`src/rtl/apb_slave_regfile.sv`:
```
// APB3 completer exposing eight RW scratch registers, a read-only ID word and
// a read-only count of successful writes. Illegal accesses answer with
// pslverr. An optional fixed number of wait states stretches every ACCESS
// phase so that masters exercise the pready handshake.

// One scratch register; the top instantiates an array of these.
module apb_regfile_word #(
    parameter int DATA_WIDTH = 32
) (
    input  logic                  pclk,
    input  logic                  presetn,
    input  logic                  we,
    input  logic [DATA_WIDTH-1:0] d,
    output logic [DATA_WIDTH-1:0] q
);
    // Capture write data only on a completed, error-free write to this word.
    always_ff @(posedge pclk or negedge presetn) begin
        if (!presetn) q <= '0;
        else if (we)  q <= d;
    end
endmodule

module apb_slave_regfile #(
    parameter int                  DATA_WIDTH  = 32,
    parameter int                  ADDR_WIDTH  = 8,
    parameter int                  WAIT_STATES = 0,
    parameter logic [DATA_WIDTH-1:0] ID_VALUE  = 32'hA9B0_0001
) (
    input  logic                  pclk,
    input  logic                  presetn,
    input  logic [ADDR_WIDTH-1:0] paddr,
    input  logic                  pselx,
    input  logic                  penable,
    input  logic                  pwrite,
    input  logic [DATA_WIDTH-1:0] pwdata,
    output logic [DATA_WIDTH-1:0] prdata,
    output logic                  pready,
    output logic                  pslverr
);
    localparam int NUM_REGS = 8;
    localparam int IDX_W    = ADDR_WIDTH - 2;
    localparam logic [IDX_W-1:0] W_NUM_REGS = IDX_W'(NUM_REGS);
    localparam logic [IDX_W-1:0] W_ID       = IDX_W'(8);
    localparam logic [IDX_W-1:0] W_CNT      = IDX_W'(9);
    localparam logic [3:0]       WS         = 4'(WAIT_STATES);

    // Decoded view of the current address/direction.
    typedef struct packed {
        logic       hit_reg;
        logic       hit_id;
        logic       hit_cnt;
        logic       err;
        logic [2:0] sel;
    } dec_t;

    logic [NUM_REGS-1:0][DATA_WIDTH-1:0] regs;
    logic [NUM_REGS-1:0]                 reg_we;
    logic [DATA_WIDTH-1:0]               wr_cnt;
    logic [DATA_WIDTH-1:0]               rd_word;
    logic [3:0]                          wait_cnt;
    logic [IDX_W-1:0]                    word;
    logic                                acc;
    logic                                done;
    logic                                wr_done;
    dec_t                                dec;

    // Reset gates the bus so an aborted transfer can never complete.
    assign acc  = pselx & penable & presetn;
    assign word = paddr[ADDR_WIDTH-1:2];

    // Address decode and error classification for the current cycle.
    always_comb begin
        dec         = '0;
        dec.hit_reg = (word < W_NUM_REGS);
        dec.hit_id  = (word == W_ID);
        dec.hit_cnt = (word == W_CNT);
        dec.sel     = word[2:0];
        dec.err     = (paddr[1:0] != 2'b00)
                    | ~(dec.hit_reg | dec.hit_id | dec.hit_cnt)
                    | (pwrite & (dec.hit_id | dec.hit_cnt));
    end

    assign pready  = acc & (wait_cnt == WS);
    assign done    = acc & pready;
    assign pslverr = done & dec.err;
    assign wr_done = done & pwrite & ~dec.err;

    // Wait counter runs only while an ACCESS is being stretched.
    always_ff @(posedge pclk or negedge presetn) begin
        if (!presetn)            wait_cnt <= '0;
        else if (acc && !pready) wait_cnt <= wait_cnt + 4'd1;
        else                     wait_cnt <= '0;
    end

    // Per-register write enables and storage.
    genvar i;
    generate
        for (i = 0; i < NUM_REGS; i++) begin : g_reg
            assign reg_we[i] = wr_done & dec.hit_reg & (dec.sel == 3'(i));
        end
    endgenerate

    apb_regfile_word #(.DATA_WIDTH(DATA_WIDTH)) u_word [NUM_REGS-1:0] (
        .pclk    (pclk),
        .presetn (presetn),
        .we      (reg_we),
        .d       (pwdata),
        .q       (regs)
    );

    // Count successful scratch writes; wraps naturally at full scale.
    always_ff @(posedge pclk or negedge presetn) begin
        if (!presetn)                   wr_cnt <= '0;
        else if (wr_done && dec.hit_reg) wr_cnt <= wr_cnt + 1'b1;
    end

    // Read mux for whichever word is addressed.
    always_comb begin
        rd_word = '0;
        if (dec.hit_reg)      rd_word = regs[dec.sel];
        else if (dec.hit_id)  rd_word = ID_VALUE;
        else if (dec.hit_cnt) rd_word = wr_cnt;
    end

    // prdata is driven only for a completing, error-free read; zero otherwise.
    always_comb begin
        prdata = '0;
        if (done && !pwrite && !dec.err) prdata = rd_word;
    end
endmodule

```
`config.mk`:
```
export PLATFORM = sky130hd
export DESIGN_NAME = apb_slave_regfile
export DESIGN_NICKNAME = d
export VERILOG_FILES = /design/src/rtl/apb_slave_regfile.sv
export SDC_FILE = /design/constraint.sdc
export NUM_CORES = 1
export LEC_CHECK = 0
export CAP_MARGIN = 10
export CORE_ASPECT_RATIO = 1.4
export CORE_MARGIN = 2
export CORE_UTILIZATION = 40
export CTS_CLUSTER_SIZE = 30
export DETAILED_ROUTE_END_ITERATION = 16
export DONT_BUFFER_PORTS = 1
export HOLD_SLACK_MARGIN = 0.02
export PLACE_DENSITY = 0.54
export SLEW_MARGIN = 25
export SYNTH_ARGS = -nofsm -noshare
export SYNTH_HDL_FRONTEND = slang
export SYNTH_HIERARCHICAL = 1
export SYNTH_SLANG_ARGS = --single-unit
```
`constraint.sdc`:
```
create_clock -name pclk -period 2.5 [get_ports pclk]
set_input_delay 0.25 -clock pclk [delete_from_list [all_inputs] [get_ports pclk]]
set_output_delay 0.25 -clock pclk [all_outputs]
set_load 0.01 [all_outputs]
```
## After elaboration in Yosys (flattened, before gate mapping)

Cells that the tools add are included.
W data, S select, Z words.

- Word-level logic and storage cells: 64
- Output and inout bits: 34
- Input bits: 45
- Flip-flop bits (word level): 292

- Reduce and logical (&&, ||, !) cells: 10
- Bitwise operators: 24
- Add/sub/neg operators: 2
- Order comparisons: 2
- Equal/unequal tests: 9
- Multiplexer cells: 7

Operator list:

| cell | number |
|---|---|
| $mux W32 | 5 |
| $bmux W32 S3 | 1 |
| $add A32 B1 Y32 const B | 1 |
| $and A1 B1 Y1 | 17 |
| $eq A3 B3 Y1 const B | 4 |
| $eq A6 B4 Y1 const B | 2 |
| $eq A3 B2 Y1 const B | 2 |
| $lt A6 B4 Y1 const B | 1 |
| $or A1 B1 Y1 | 5 |
| $add A4 B1 Y4 const B | 1 |
| $logic_and A1 B1 Y1 | 4 |
| $logic_not A4 Y1 | 1 |
| $lt A3 B4 Y1 const B | 1 |
| $mux W4 | 1 |
| $eq A3 B1 Y1 const B | 1 |
| $logic_not A1 Y1 | 3 |
| $logic_not A3 Y1 | 1 |
| $not A1 Y1 | 2 |
| $reduce_bool A2 Y1 | 1 |

## Depth between registers and ports, before layout

Gate-level depths: netlist of run 1.

- Depth in word-level cells: 10
- Mapped depth: 9
- Mapped depth without buffers: 7

## Modules after synthesis

Netlist of run 1, hierarchy kept.

By module, submodules not included:

| module | seq. area each (um2) | cells an instance | instances | area each (um2) |
|---|---|---|---|---|
| apb_regfile_word | 800.8 | 68 | 8 | 1345.0 |
| apb_slave_regfile | 900.9 | 464 | 1 | 4284.1 |

## Least setup slack after synthesis of run 1

Ideal clock, no wire load.

- Kind: reg2reg
- Start: reg wait_cnt[0]
- End: reg u_word[0].q[0]
- Cell stages (with the launch flop): 10
- Setup time: 0.125 ns
- Period minus slack after synthesis: 2.390 ns
- Path buffers: 2
- Arrival time: 2.265 ns
- Required time: 2.375 ns
- Slack: 0.110 ns
- Cells stage by stage: dfrtp_1 > inv_1 > ha_1 > or3b_2 > nor4_4 > nand2b_1 > nor2_1 > buf_6 > buf_12 > mux2_4

- Word-level cells in the longest chain between the ends: 7

Ends and longest elaborated chain:

| element | line | text |
|---|---|---|
| start, declared | 60 | `logic [3:0] wait_cnt;` |
| start signal, assigned | 91 | `else if (acc && !pready) wait_cnt <= wait_cnt + 4'd1;` |
| $logic_not A4 Y1 | 83 | `assign pready = acc & (wait_cnt == WS);` |
| $and A1 B1 Y1 | 83 |  |
| $and A1 B1 Y1 | 84 | `assign done = acc & pready;` |
| $and A1 B1 Y1 (2 in a row) | 86 | `assign wr_done = done & pwrite & ~dec.err;` |
| $and A1 B1 Y1 (2 in a row) | 99 | `assign reg_we[i] = wr_done & dec.hit_reg & (dec.sel == 3'(i));` |
| net reg_we[0] | 57 | `logic [NUM_REGS-1:0] reg_we;` |
| end signal, assigned | 18 | `if (!presetn) q <= '0;` |
| end signal, assigned | 19 | `else if (we) q <= d;` |
| end, declared | 14 | `output logic [DATA_WIDTH-1:0] q` |

The timed path passes the listed nets, and every way through them passes these cells.
A chain may end at the register's enable or synchronous reset.

## Worst setup path in the final report of run 1

- Start: reg wait_cnt[0]
- End: out prdata[31]

- Word-level cells in the longest chain between the ends: 6

Ends and longest elaborated chain:

| element | line | text |
|---|---|---|
| $logic_not A4 Y1 | 83 |  |
| $and A1 B1 Y1 | 83 |  |
| $and A1 B1 Y1 | 84 |  |
| $logic_and A1 B1 Y1 (2 in a row) | 128 | `if (done && !pwrite && !dec.err) prdata = rd_word;` |
| $mux W32 | 128 |  |
| end, declared | 36 | `output logic [DATA_WIDTH-1:0] prdata,` |

Every way passes these cells.

==> out/metrics.yaml, run 1 <==
outcome:
  outcome: "finished with violations"
  violations: "negative hold slack, negative setup slack"
route:
  first_iter_violations: 540
  wirelength_mm: 39.19
  viasPerCell: 5.369
  drt-pass1-iter-count: 4
  postRouteAntennaNets: 0
  wl_per_cell_microns: 24.37
  drc_errors: 0
  dr_total_vias: 8634
logic_synthesis:
  async_reset_ff_share_pct: 100.0
  syn_area_sq_um: 15040
  syn_inst: 1008
  ys_ff_latch: 292
  synth_edf_count: 0
  synth.top_cell.area_share_pct: 48.57
  yosysTopAreaCell: "dfrtp_1"
  synth.distinct_cells: 44
  synth-main-ff-cell: "dfrtp_1"
  synth_warnings: 6
  syn_nets: 1056
  ys_top_cells_by_area: "dfrtp_1 (49%), mux2_4 (24%), mux2i_1 (6.9%)"
  avgSynthCellArea_sq_um: 14.93
  synth-seq-area-share_pct: 48.57
layout:
  fill_cells: 3156
  final_nets: 1158
  synthToLayoutAreaGrowth_pct: 21.17
  final_cells: 1608
  layout-drive-gt1-share_pct: 43.83
  fin_area_sq_um: 18230
placement:
  placed_area_sq_um: 15700
  dp_hpwl_mm: 22.11
  io_buffers: 0
  place_inst: 1479
  routabilityCongestion: 0.7482
setup_path:
  crit_path_max_fanout: 5
  critPathSlowestCell: "dfrtp_1"
  crit_arrival_ps: 2420
  path_buf_inv: 6
  startpoint_type: "register"
  reg2reg_setup_slack_ps: -40
  timing_worst_setup_path_type: "register to output port"
  r2r-start: "wait_cnt[0]$_DFF_PN0_"
  cp_cell_sequence: "inv_1 > ha_4 > nor3b_4 > nand2_1 > inv_2 > nand4b_1 > buf_6 > buf_12 > a221oi_4 > buf_4 > buf_6"
  r2r_end: "u_word[5]/q[11]$_DFFE_PN0P_"
  crit_top_cell: "buf_6"
  endpoint_kind: "output port"
  r2r_cells: 11
  critPathMaxStageDelay_ps: 380
  cp_top_family: "buffers and inverters"
  worstPathRequired_ps: 2250
grt:
  grt_pass1_vias: 9349
  grt_pass1_wl_mm: 58.50
  grt_usage_pct: 19.41
  overflow: 0
  grt_max_degree: 295
  antenna_found_initial: 1
timing:
  fin_setup_tns_ps: -3856
  hold_viol: 292
  rsz0062_at_grt: "true"
  holdWs_ps: -585.3
  clock_skew_ps: 20.96
  setup_ws_ps: -167.5
  setup_violations: 52
  fin_crit_ps: 2668
  slew_violations: 0
  tightest_slew_ps: 598.0
  max_freq_ghz: 0.3749
  min_period_over_period_pct: 106.7
  relSlewSlack_pct: 60.13
die:
  die_x_microns: 167.9
  die-area_sq_um: 39200
  start_util_pct: 40.32
  io_pins: 79
  core_sq_um: 37310
  rows: 84
  die_h_microns: 233.5
min_path:
  hold_class: "input port to async pin"
clocking:
  cts_root_buf: "clkbuf_16"
  clockBufferDepth: 3
  cts_buffers: 30
  htreeDepth: 1
  clk_latency_ps: 580
  cts_tree: "done"
  hold_buffers: 34
  cts.sinks: 292
  clkSlewWorstSetupHoldPaths_ps: 60
power:
  ir_drop_v: 0.0004158
  leakage_nw: 8.409
  total_power_mw: 10.27
  p_per_area_nw_per_um2: 563.3
job:
  drv_cap: 0
[state kept, by name, indices dropped and copies added (netlist names)]
signal    cells
u_word/q    256
wait_cnt      4
wr_cnt       32
[placed cells by master (no fill, tap or decap), types with 10 or more instances in the layout]
cell type      synthesis  final
nor2_4                 0     29
buf_12                24     26
clkbuf_16              0     41
mux2i_1              104    104
xor2_1                22     22
xnor2_1               11     11
dfrtp_1              292    292
nor3_1                14     13
nand3_1               10     10
buf_6                  8     33
a32oi_1               24     24
nor4_1                10     10
mux2_4               240    251
nand2_1               18     18
buf_4                  1     42
mux4_2                16     16
dlygate4sd3_1          0     34
a22oi_1               48     48
inv_1                 12     10
[synthesized netlist by cell type (4+ instances only)]
cell type	count
xnor2_1	11
mux2i_1	104
a221oi_1	8
a22oi_1	48
clkbuf_1	18
and3_1	6
buf_12	24
nor2_1	39
nand3_1	10
inv_1	12
and4_1	4
dfrtp_1	292
buf_2	23
a32oi_1	24
buf_6	8
nor3_1	14
nand2_1	18
mux4_2	16
mux2_2	16
mux2_4	240
nor4_1	10
nand4_1	5
xor2_1	22
nand2b_1	4
[power breakdown]
group          leakage (nW)  switching (mW)  internal, mW
Clock                 0.551            1.96          3.14
Combinational          3.82           0.193         0.193
Sequential             4.03          0.0224          4.76
[layout make-up]
class | count | area (sq um) | share of cell area [%]
Timing Repair Buffer | 147 | 1841 | 10.10
Tap cell | 473 | 591.8 | 3.246
Clock buffer | 43 | 910.9 | 4.997
Antenna cell | 1 | 2.502 | 0.01373
Multi-Input combinational cell | 627 | 7310 | 40.10
Inverter | 12 | 45.04 | 0.2471
Clock inverter | 13 | 222.7 | 1.222
Sequential cell | 292 | 7307 | 40.08
[worst max-delay path by stage]
stage / start / end / slack, ps / depth (start not counted)
floorplan: wait_cnt[0]$_DFF_PN0_ / u_word[0]/q[0]$_DFFE_PN0P_ / 110 / 9
global placement: wait_cnt[0]$_DFF_PN0_ / u_word[2]/q[11]$_DFFE_PN0P_ / -50 / 9
detailed placement: wait_cnt[0]$_DFF_PN0_ / u_word[5]/q[31]$_DFFE_PN0P_ / -60 / 9
CTS: wait_cnt[0]$_DFF_PN0_ / prdata[0] / -180 / 11
global route: wait_cnt[1]$_DFF_PN0_ / prdata[31] / -270 / 11
finish: wait_cnt[0]$_DFF_PN0_ / prdata[31] / -170 / 11
[cells by family after synthesis]
family / share of synthesized area (%)
buffers and inverters: 5.431
flip-flops: 48.57
multiplexers: 34.54
AND/OR/NAND/NOR: 4.882
XOR/XNOR: 1.921
AO/OA/AOI/OAI: 4.408
adder cells (fa/ha/maj): 0.2495
[repair_timing]
item,4_1_cts,5_1_grt
gates resized for setup,77,53
buffers inserted,11,13
gates cloned,3,12
endpoints found under the setup margin,242,218
hold endpoints to repair,549,292
pin swaps,11,13
[per-layer routing]
metal  part of all wire, %  global-route usage [%]
met1                    45                   25.85
met4                   2.1                   5.489
met5                     0                       0
met3                   3.5                   2.931
met2                    50                   32.99
[per-stage QoR]
step                      setup WS (ps)  utilization [%]
after global routing             -273.8            48.86
final                            -167.5            48.86
after floorplan                   109.9                -
after detailed placement         -64.54            42.08
after CTS                        -178.7            47.33
after global placement           -51.73            42.08
Note: power is estimated with default switching activity, not from simulation.
==> inputs of run 2 (changes only) <==
--- a/config.mk
+++ b/config.mk
@@ -9,7 +9,8 @@
 export CORE_ASPECT_RATIO = 1.4
 export CORE_MARGIN = 2
 export CORE_UTILIZATION = 40
-export CTS_CLUSTER_SIZE = 30
+export CTS_BUF_LIST = sky130_fd_sc_hd__clkbuf_16
+export CTS_CLUSTER_SIZE = 12
 export DETAILED_ROUTE_END_ITERATION = 16
 export DONT_BUFFER_PORTS = 1
 export HOLD_SLACK_MARGIN = 0.02
==> run 2 against run 1 <==
  * The run still ends with negative hold slack, negative setup slack left
  * Worst hold slack improved by 9.4 ps
  * Utilization fell by 0.91 points
  * Via count fell by 0.12%
==> out/metrics.yaml, run 2 (synthesis gave the netlist of run 1 again) <==
route:
  first_iter_violations: 510  # -5.6%
  drt-pass1-iter-count: 4  # unchanged
  dr_total_vias: 8624  # -0.12%
  postRouteAntennaNets: 0  # unchanged
  wirelength_mm: 39.12  # -0.17%
  wl_per_cell_microns: 24.42  # +0.21%
  viasPerCell: 5.383  # +0.26%
  drc_errors: 0  # unchanged
layout:
  largest_reg_flops: 256  # unchanged
  layout_common_cells: "dfrtp_1 (292), mux2_4 (248), mux2i_1 (104)"
  final_nets: 1158  # unchanged
  reg.largest.list: "u_word/q x256, wr_cnt x32, wait_cnt x4"
  fin_util_pct: 47.95  # -0.91 points
  synthToLayoutAreaGrowth_pct: 18.92
  regMostFlops: "u_word/q"
  fin_area_sq_um: 17890  # -1.9%
  final_common_cell: "dfrtp_1"
  layout-drive-gt1-share_pct: 42.46  # -1.4 points
setup_path:
  crit_start: "wait_cnt[1]$_DFF_PN0_"
  timing_worst_setup_path_type: "register to output port"
  crit_path_max_fanout: 7  # +2
  worstPathRequired_ps: 2250  # about the same
  reg2reg_setup_slack_ps: -100  # -60 ps
  r2r-start: "wait_cnt[1]$_DFF_PN0_"
  crit_arrival_ps: 2390  # -30 ps
  endpoint_kind: "output port"
  startpoint_type: "register"
grt:
  grt_pass1_wl_mm: 59.27  # +1.3%
  antenna_found_initial: 1  # unchanged
  grt_pass1_vias: 9440  # +0.97%
  grt_usage_pct: 19.76  # +0.35 points
  overflow: 0  # unchanged
  grt_max_degree: 295  # unchanged
die:
  start_util_pct: 40.32  # unchanged
  die-area_sq_um: 39200  # unchanged
  core_sq_um: 37310  # unchanged
  die_h_microns: 233.5  # unchanged
  die_x_microns: 167.9  # unchanged
  rows: 84  # unchanged
  io_pins: 79  # unchanged
timing:
  max_freq_ghz: 0.3792  # +1.1%
  setup_violations: 78  # +50%
  rsz0062_at_grt: "true"
  min_period_over_period_pct: 105.5  # -1.2 points
  tightest_slew_ps: 623.2  # +25.14 ps
  fin_crit_ps: 2637  # -30.19 ps
  holdWs_ps: -575.9  # +9.379 ps
  slew_violations: 0  # unchanged
  setup_ws_ps: -137.3  # +30.19 ps
  hold_viol: 292  # unchanged
  clock_skew_ps: 16.09  # -4.863 ps
  relSlewSlack_pct: 58.46  # -1.7 points
clocking:
  clockBufferDepth: 3  # unchanged
  cts.sinks: 292  # unchanged
  clkSlewWorstSetupHoldPaths_ps: 60  # about the same
  cts_root_buf: "clkbuf_16"
  hold_buffers: 33  # -2.9%
  cts_tree: "done"
  htreeDepth: 1  # unchanged
  cts_buffers: 30  # unchanged
  clk_latency_ps: 560  # -20 ps
placement:
  routabilityCongestion: 0.7482  # unchanged
  dp_hpwl_mm: 22.11  # unchanged
  io_buffers: 0  # unchanged
  placed_area_sq_um: 15700  # unchanged
  dpl_worst_slack_ps: -64.54  # unchanged
power:
  ir_drop_v: 0.0003678  # -12%
  leakage_nw: 8.300  # -1.3%
  p_per_area_nw_per_um2: 514.0  # -8.8%
outcome:
  violations: "negative hold slack, negative setup slack"
  outcome: "finished with violations"
job:
  drv_cap: 0  # unchanged
min_path:
  hold_class: "input port to async pin"
==> run 2: timing repair <==
item	4_1_cts	5_1_grt
setup buffers	15	16
endpoints found under the setup margin	196	199
cloned	5	8
hold endpoints to repair	549	292
gates resized for setup	83	47
pin swaps	7	11
==> run 2: path summary, 6_finish.rpt <==
| kind | cells past startpoint | endpoint |
|---|---|---|
| max | 11 | prdata[0] |
| min in group pclk | 2 | wait_cnt[3]$_DFF_PN0_ |
| max in group asynchronous | 0 | u_word[0]/q[13]$_DFFE_PN0P_ |
| min | 0 | u_word[3]/q[2]$_DFFE_PN0P_ |
| max reg2reg | 11 | u_word[7]/q[5]$_DFFE_PN0P_ |
| min reg2reg | 1 | wr_cnt[31]$_DFFE_PN0P_ |
==> run 2: layer usage <==
metal  GRT usage (%)  share of wire (%)
met5               0                  0
met4           7.391                2.6
met3           3.016                4.5
met2           33.23                 50
met1           25.87                 43
==> run 2: critical path, cell delays in order (launching register included) <==
cell and delay (ps):
dfrtp_1 400, inv_2 80, ha_4 130, nor3b_4 180, nand2_1 100, inv_2 70
nand4b_1 100, buf_6 180, buf_12 140, a221oi_4 180, buf_4 160, buf_6 90
==> run 2: per-stage QoR <==
step / cells / TNS (ps) / hold slack [ps] / total power, mW
floorplan: 1008 / 0 / -45.59 / 5.118
global placement: 1479 / -2159 / -15.43 / 5.131
detailed placement: 1479 / -3713 / -16.62 / 5.133
CTS: 1582 / -3607 / -609.5 / 9.296
global route: 1602 / -14730 / -601.8 / 9.529
finish: 1602 / -4353 / -575.9 / 9.195
==> run 2: where the power goes <==
part | total, mW | leakage, nW | switching (mW) | internal (mW)
Clock | 4.03 | 0.444 | 1.83 | 2.20
Combinational | 0.385 | 3.82 | 0.193 | 0.192
Sequential | 4.78 | 4.03 | 0.0223 | 4.76
Total | 9.20 | 8.30 | 2.04 | 7.15
==> run 2: layout make-up <==
cell class                      count  area [sq um]
Sequential cell                   292          7307
Timing Repair Buffer              147          1783
Clock buffer                       31         775.7
Tap cell                          473         591.8
Antenna cell                        1         2.502
Multi-Input combinational cell    627          7311
Inverter                           12         45.04
Clock inverter                     19         75.07
Fill cell                        3186         19420
